<file path="src/rtl/pipelined_addsub_pkg.sv">
// Shared definitions for the chunked pipelined adder/subtractor.
package pipelined_addsub_pkg;

  localparam logic MODE_ADD = 1'b0;
  localparam logic MODE_SUB = 1'b1;

  function automatic int chunk_width(input int width, input int stages);
    return width / stages;
  endfunction

  // Operands must split into equal, non-empty chunks, one per stage.
  function automatic bit params_ok(input int width, input int stages);
    return (stages >= 1) && (width >= stages) && ((width % stages) == 0);
  endfunction

endpackage

</file>
<file path="src/rtl/pipelined_addsub_if.sv">
// Operand/result handshake bundle between producers, the adder pipe and its consumer.
interface pipelined_addsub_if #(
  parameter int WIDTH = 16
);

  logic             in_valid;
  logic             in_ready;
  logic             mode;
  logic [WIDTH-1:0] n1;
  logic [WIDTH-1:0] n2;
  logic             cin;
  logic             out_valid;
  logic             out_ready;
  logic [WIDTH:0]   sum;
  logic             ovf;

  modport master (
    output in_valid, mode, n1, n2, cin, out_ready,
    input  in_ready, out_valid, sum, ovf
  );

  modport slave (
    input  in_valid, mode, n1, n2, cin, out_ready,
    output in_ready, out_valid, sum, ovf
  );

endinterface

</file>
<file path="src/rtl/addsub_chunk_stage.sv">
// One pipeline stage: resolves chunk IDX of the operands and forwards the carry,
// while the full operand and partial result words ride along as skew registers.
module addsub_chunk_stage
  import pipelined_addsub_pkg::*;
#(
  parameter int WIDTH  = 16,
  parameter int STAGES = 4,
  parameter int IDX    = 0
) (
  input  logic             clk,
  input  logic             rst,
  input  logic             en,
  input  logic             in_valid,
  input  logic             in_carry,
  input  logic [WIDTH-1:0] in_a,
  input  logic [WIDTH-1:0] in_b,
  input  logic [WIDTH-1:0] in_res,
  output logic             out_valid,
  output logic             out_carry,
  output logic [WIDTH-1:0] out_a,
  output logic [WIDTH-1:0] out_b,
  output logic [WIDTH-1:0] out_res
);

  localparam int CHUNK = chunk_width(WIDTH, STAGES);
  localparam int LSB   = IDX * CHUNK;

  logic [CHUNK:0] part;

  always_comb begin
    part = {1'b0, in_a[LSB +: CHUNK]} + {1'b0, in_b[LSB +: CHUNK]} + {{CHUNK{1'b0}}, in_carry};
  end

  // Bubbles shift like real beats; everything freezes while en is low.
  always_ff @(posedge clk) begin
    if (rst) begin
      out_valid <= 1'b0;
      out_carry <= 1'b0;
      out_a     <= '0;
      out_b     <= '0;
      out_res   <= '0;
    end else if (en) begin
      out_valid               <= in_valid;
      out_carry               <= part[CHUNK];
      out_a                   <= in_a;
      out_b                   <= in_b;
      out_res                 <= in_res;
      out_res[LSB +: CHUNK]   <= part[CHUNK-1:0];
    end
  end

endmodule

</file>
<file path="src/rtl/pipelined_addsub.sv">
// Valid/ready pipelined adder/subtractor: STAGES chunk stages driven by a single
// global advance, so backpressure stalls the whole pipe in lockstep.
module pipelined_addsub
  import pipelined_addsub_pkg::*;
#(
  parameter int WIDTH  = 16,
  parameter int STAGES = 4
) (
  input logic                clk,
  input logic                rst,
  pipelined_addsub_if.slave  bus
);

  localparam int MSB = WIDTH - 1;

  if (!params_ok(WIDTH, STAGES)) begin : g_param_check
    $fatal(1, "pipelined_addsub: WIDTH must be a multiple of STAGES and STAGES >= 1");
  end

  logic             adv;
  logic             v [STAGES+1];
  logic             c [STAGES+1];
  logic [WIDTH-1:0] a [STAGES+1];
  logic [WIDTH-1:0] b [STAGES+1];
  logic [WIDTH-1:0] r [STAGES+1];

  assign adv          = !v[STAGES] || bus.out_ready;
  assign bus.in_ready = adv;

  // Subtraction is n1 + ~n2 + 1, so mode only reshapes the stage-0 operand and carry.
  assign v[0] = bus.in_valid;
  assign a[0] = bus.n1;
  assign b[0] = (bus.mode == MODE_SUB) ? ~bus.n2 : bus.n2;
  assign c[0] = (bus.mode == MODE_SUB) ? 1'b1 : bus.cin;
  assign r[0] = '0;

  for (genvar k = 0; k < STAGES; k++) begin : g_stage
    addsub_chunk_stage #(
      .WIDTH  (WIDTH),
      .STAGES (STAGES),
      .IDX    (k)
    ) u_stage (
      .clk       (clk),
      .rst       (rst),
      .en        (adv),
      .in_valid  (v[k]),
      .in_carry  (c[k]),
      .in_a      (a[k]),
      .in_b      (b[k]),
      .in_res    (r[k]),
      .out_valid (v[k+1]),
      .out_carry (c[k+1]),
      .out_a     (a[k+1]),
      .out_b     (b[k+1]),
      .out_res   (r[k+1])
    );
  end

  assign bus.out_valid = v[STAGES];
  assign bus.sum       = {c[STAGES], r[STAGES]};
  assign bus.ovf       = (a[STAGES][MSB] == b[STAGES][MSB]) && (r[STAGES][MSB] != a[STAGES][MSB]);

endmodule
</file>
<file path="src/flat_wrapper.sv">
// flat-port wrapper written by rule: the top's interface ports become plain ports
module pipelined_addsub_flat import pipelined_addsub_pkg::*;
#(
  parameter int WIDTH  = 16,
  parameter int STAGES = 4
)
  (clk, rst, bus_in_valid, bus_mode, bus_n1, bus_n2, bus_cin, bus_out_ready, bus_in_ready, bus_out_valid, bus_sum, bus_ovf);
  pipelined_addsub_if #(.WIDTH(WIDTH)) bus_i ();
  input logic clk;
  input logic rst;
  input wire logic [$bits(bus_i.in_valid)-1:0] bus_in_valid;
  input wire logic [$bits(bus_i.mode)-1:0] bus_mode;
  input wire logic [$bits(bus_i.n1)-1:0] bus_n1;
  input wire logic [$bits(bus_i.n2)-1:0] bus_n2;
  input wire logic [$bits(bus_i.cin)-1:0] bus_cin;
  input wire logic [$bits(bus_i.out_ready)-1:0] bus_out_ready;
  output wire logic [$bits(bus_i.in_ready)-1:0] bus_in_ready;
  output wire logic [$bits(bus_i.out_valid)-1:0] bus_out_valid;
  output wire logic [$bits(bus_i.sum)-1:0] bus_sum;
  output wire logic [$bits(bus_i.ovf)-1:0] bus_ovf;
  assign bus_i.in_valid = bus_in_valid;
  assign bus_i.mode = bus_mode;
  assign bus_i.n1 = bus_n1;
  assign bus_i.n2 = bus_n2;
  assign bus_i.cin = bus_cin;
  assign bus_i.out_ready = bus_out_ready;
  assign bus_in_ready = bus_i.in_ready;
  assign bus_out_valid = bus_i.out_valid;
  assign bus_sum = bus_i.sum;
  assign bus_ovf = bus_i.ovf;
  pipelined_addsub #(.WIDTH(WIDTH), .STAGES(STAGES)) u_core (.clk(clk), .rst(rst), .bus(bus_i));
endmodule
</file>
<file path="config.mk">
export PLATFORM = sky130hd
export DESIGN_NAME = pipelined_addsub_flat
export DESIGN_NICKNAME = d
export VERILOG_FILES = /design/src/rtl/pipelined_addsub_pkg.sv /design/src/rtl/pipelined_addsub_if.sv /design/src/rtl/addsub_chunk_stage.sv /design/src/rtl/pipelined_addsub.sv /design/src/flat_wrapper.sv
export SDC_FILE = /design/constraint.sdc
export NUM_CORES = 1
export LEC_CHECK = 0
export ABC_AREA = 0
export BUFFER_PORTS_ARGS = -buffer_cell sky130_fd_sc_hd__buf_2
export CAP_MARGIN = 20
export CORE_ASPECT_RATIO = 0.75
export CORE_MARGIN = 2
export CORE_UTILIZATION = 30
export DETAILED_ROUTE_END_ITERATION = 10
export SYNTH_ARGS = -nofsm -noshare
export SYNTH_HDL_FRONTEND = slang
export SYNTH_HIERARCHICAL = 1
export SYNTH_SLANG_ARGS = --single-unit
</file>
<file path="constraint.sdc">
create_clock -name clk -period 2.4 [get_ports clk]
set_input_delay 0.24 -clock clk [delete_from_list [all_inputs] [get_ports clk]]
set_output_delay 0.24 -clock clk [all_outputs]
set_load 0.02 [all_outputs]
</file>
; ---- After elaboration in Yosys (flattened, before gate mapping)
; Cells that the tools add are included.
[op_classes]
add_sub_neg = 8
n_eq_ne = 2
mux = 2
n_bitwise = 1
reduce_logical = 3
[op_table]
columns = op, count
row1 = 4-bit by 4-bit adder with 5-bit output, 4
row2 = 5-bit by 1-bit adder with 5-bit output, 4
row3 = 16-bit 2-to-1 mux, 1
row4 = 16-bit inverter, 1
row5 = 1-bit == test, 1
row6 = 1-bit logical AND, 1
row7 = 1-bit logical NOT, 1
row8 = 1-bit logical OR, 1
row9 = 1-bit 2-to-1 mux, 1
row10 = 1-bit != test, 1
[totals]
regBits = 176
input_bits = 38

; ---- Depth between registers and ports, before layout
[logic_depth]
word_depth = 4
ltp_mapped = 8
ltp_nobuf = 7

; ---- Hierarchy
; Netlist, hierarchy kept.
[modules_own_cells]
columns = module, n_inst, cells_per_inst, area_per_inst_um2, seq_area_each_um2
row1 = addsub_chunk_stage, 4, 179, 1904.3, 1001.0
row2 = pipelined_addsub, 1, 25, 211.5, 0.0

; ---- Worst setup path after synthesis
; No wires, ideal clock.
[synth_timing]
path_type = input-to-reg
from = in bus_mode
to = reg u_core.g_stage[0].u_stage.out_res[1]
setup_ps = 86
t_arrival_ps = 1771
t_required_ps = 2314
slack_ps = 543
cell_stages = 6
path_buffers = 1
path_cell_list = buf_6 > or2_2 > fa_1 > inv_1 > fa_1 > a211oi_1
[synth_lines]
columns = element, line_no
row1 = "start, declared", flat_wrapper.sv:12  ; input wire logic [$bits(bus_i.mode)-1:0] bus_mode;
row2 = "end signal, assigned", addsub_chunk_stage.sv:47  ; out_res <= in_res;
row3 = "end signal, assigned by index", addsub_chunk_stage.sv:48  ; out_res[LSB +: CHUNK] <= part[CHUNK-1:0];
row4 = "end, declared", addsub_chunk_stage.sv:22  ; output logic [WIDTH-1:0] out_res

; ---- Final worst setup path
[layout_timing]
from = reg u_core.g_stage[3].u_stage.out_valid
to = out bus_in_ready
[layout_between]
elab_chain_cells = 2
[layout_rtl]
columns = element, line_no
row1 = "start, declared", addsub_chunk_stage.sv:18  ; output logic out_valid,
row2 = "start signal, assigned", addsub_chunk_stage.sv:43  ; out_valid <= in_valid;
row3 = 1-bit logical NOT, pipelined_addsub.sv:27  ; assign adv = !v[STAGES] || bus.out_ready;
row4 = 1-bit logical OR, pipelined_addsub.sv:27
row5 = "end, declared", flat_wrapper.sv:17  ; output wire logic [$bits(bus_i.in_ready)-1:0] bus_in_ready;
; Every way passes these cells.

==> results.md <==
* Multi-input gate area at 2051 sq um
* Fillcell total at 1,458
* I/O pins at 58
* Worst Slack Setup Final at 0.6503 ns
* Clk_skew at 0.005222 ns
* Total CTS buffers at 9
* Kind of critical path: reg -> out
* CP peak stage delay at 0.53 ns
* Root buf cell: clkbuf_16
* CTS clk-pin slew, worst paths at 0.06 ns
* Nets at 520
* Final WL at 8243 um
* CTS sink cnt at 98
* Port Buffers at 57
* Post-CTS Setup Inserts at 0
* Peak Freq at 571.5 MHz
* WL/cell at 12.34 um
* Final hold vios at 0
* Number of warnings issued by yosys at 6
* Pre-CTS setup slack at 0.3283 ns
* Latest clock arrival within the worst-skew pair at 0.34 ns
* CP Capture Type: primary output
* Finished Layout Cells at 668
* Starting density of the core at 0.3039
* Most common cell after layout, fill and taps aside: dfxtp_1
* ANT nets after route at 0
* Area of the die at 15,490 sq um
* Status: completed
* Placed cells at 651
* Hold Crit Start: bus_n1[4]
* Die Ht at 108.3 um
* Worst-path cell chain: nand2b_4 -> buf_2
* Number of remaining DRC errors at 0
* Least-Margin Pin Slew at 0.7213 ns
* Share of layout cells above drive strength 1 at 0.1799
* Vias in the first global route at 2,951
* Gr usage total at 0.1127
* Initial DRC Count at 129
* Setup TNS at 0 ns
* First-pass DRT Iterations at 4
* Mapped Area at 4349 sq um
* Most frequent cells in the layout: dfxtp_1 (98), nor2_1 (94), mux2i_1 (86)
* Slowest library cell on the worst path: nand2b_4
* Area Growth Syn to Fin at 15.07%
* Post-DP HPWL at 5965 um
* Hold WC Path Type: in -> reg
* Syn Nets at 486
* Cts hold-fix bufs at 0
* RSZ-0062 raised after global routing: false
* WP data arrival at 1.51 ns
* Peak supply drop at 0.3586 mV
* Via count at 2,843
* Post-route clock period utilization at 0.7291
* Max-cap viol count at 0
* H-tree depth at 3
* Flop2flop setup slack at 0.71 ns
* Largest net degree at the start of global routing at 72
* Cells resized by post-CTS repair at 0
* Reg2reg start: u_core/g_stage[3].u_stage/out_valid
* FP Rows at 38
* CP startpoint: u_core/g_stage[3].u_stage/out_valid
* Clock period minus worst slack at 1.750 ns
* Final Max Slew Viols at 0
* Static Leak at 2.712 nW
* Core footprint at 14,310 sq um
* Overall Power at 3.506 mW
* Slew margin rel. at 0.5192
* Final setup fails at 0
* Die Wd at 143.0 um
* Post-Syn Area per Cell at 10.16 sq um
* Vias/cell at 4.256
* Pwr dens at 700.6 nW/um^2
* Worst Path Max Fanout at 50
* CTS tree: yes
* CP startpoint kind: flop
* CTS max path bufs at 2
* Remaining Overflow, GRT at 0
* Seq. cell area at 1962 sq um
* First-pass GRT wire length at 13,700 um
* Final Wtd Congestion at 0.7699
* CP required at 2.16 ns
* Syn Inst Count at 428
* Antenna violations before repair at 1
[sequential cells by signal, summed over array words and instances, names as in the netlist]
| signal | count |
|---|---|
| u_core/g_stage.u_stage/out_b | 25 |
| u_core/g_stage.u_stage/out_valid | 4 |
| u_core/g_stage.u_stage/out_a | 25 |
| u_core/g_stage.u_stage/out_carry | 4 |
| u_core/g_stage.u_stage/out_res | 40 |
[critical path, delay by kind of cell, from the launching register on]
family        cells  cell delay, ns
buf+inv           1            0.29
simple gates      1            0.53
flops             1            0.35
[final timing paths]
check,cells after the start,end
max,2,bus_in_ready
min,3,u_core/g_stage[0].u_stage/out_a[4]
max reg2reg,4,u_core/g_stage[1].u_stage/out_res[2]
min reg2reg,2,u_core/g_stage[2].u_stage/out_res[9]
[routing by layer]
layer,vias up,share of wire,global-route usage
li1,1470,-,-
met5,-,0,0
met2,42,0.47,0.1928
met3,8,0.058,0.04650
met1,1323,0.47,0.1301
met4,0,0.0091,0.03182
[metrics by stage]
stage	cell area [sq um]	hold WS (ns)	utilization
floorplan	4349	0.3872	-
global placement	4718	0.4704	0.3297
detailed placement	4718	0.4787	0.3297
CTS	5002	0.1266	0.3495
global route	5002	0.1461	0.3495
finish	5005	0.1398	0.3497
[power by group]
| group | switching (mW) | total [mW] | internal, mW |
|---|---|---|---|
| logic | 0.188 | 0.364 | 0.176 |
| registers | 0.0611 | 1.79 | 1.73 |
| clock network | 0.565 | 1.35 | 0.785 |
| total | 0.814 | 3.51 | 2.69 |
[cell type report]
type	instances	share of cell area
Antenna cell	1	0.0005000
Clock buffer	14	0.05475
Clock inverter	2	0.002000
Inverter	16	0.01200
Multi-Input combinational cell	269	0.4098
Sequential cell	98	0.3920
Tap cell	200	0.05000
Timing Repair Buffer	68	0.07900
Power figures use the tool's default switching activity.
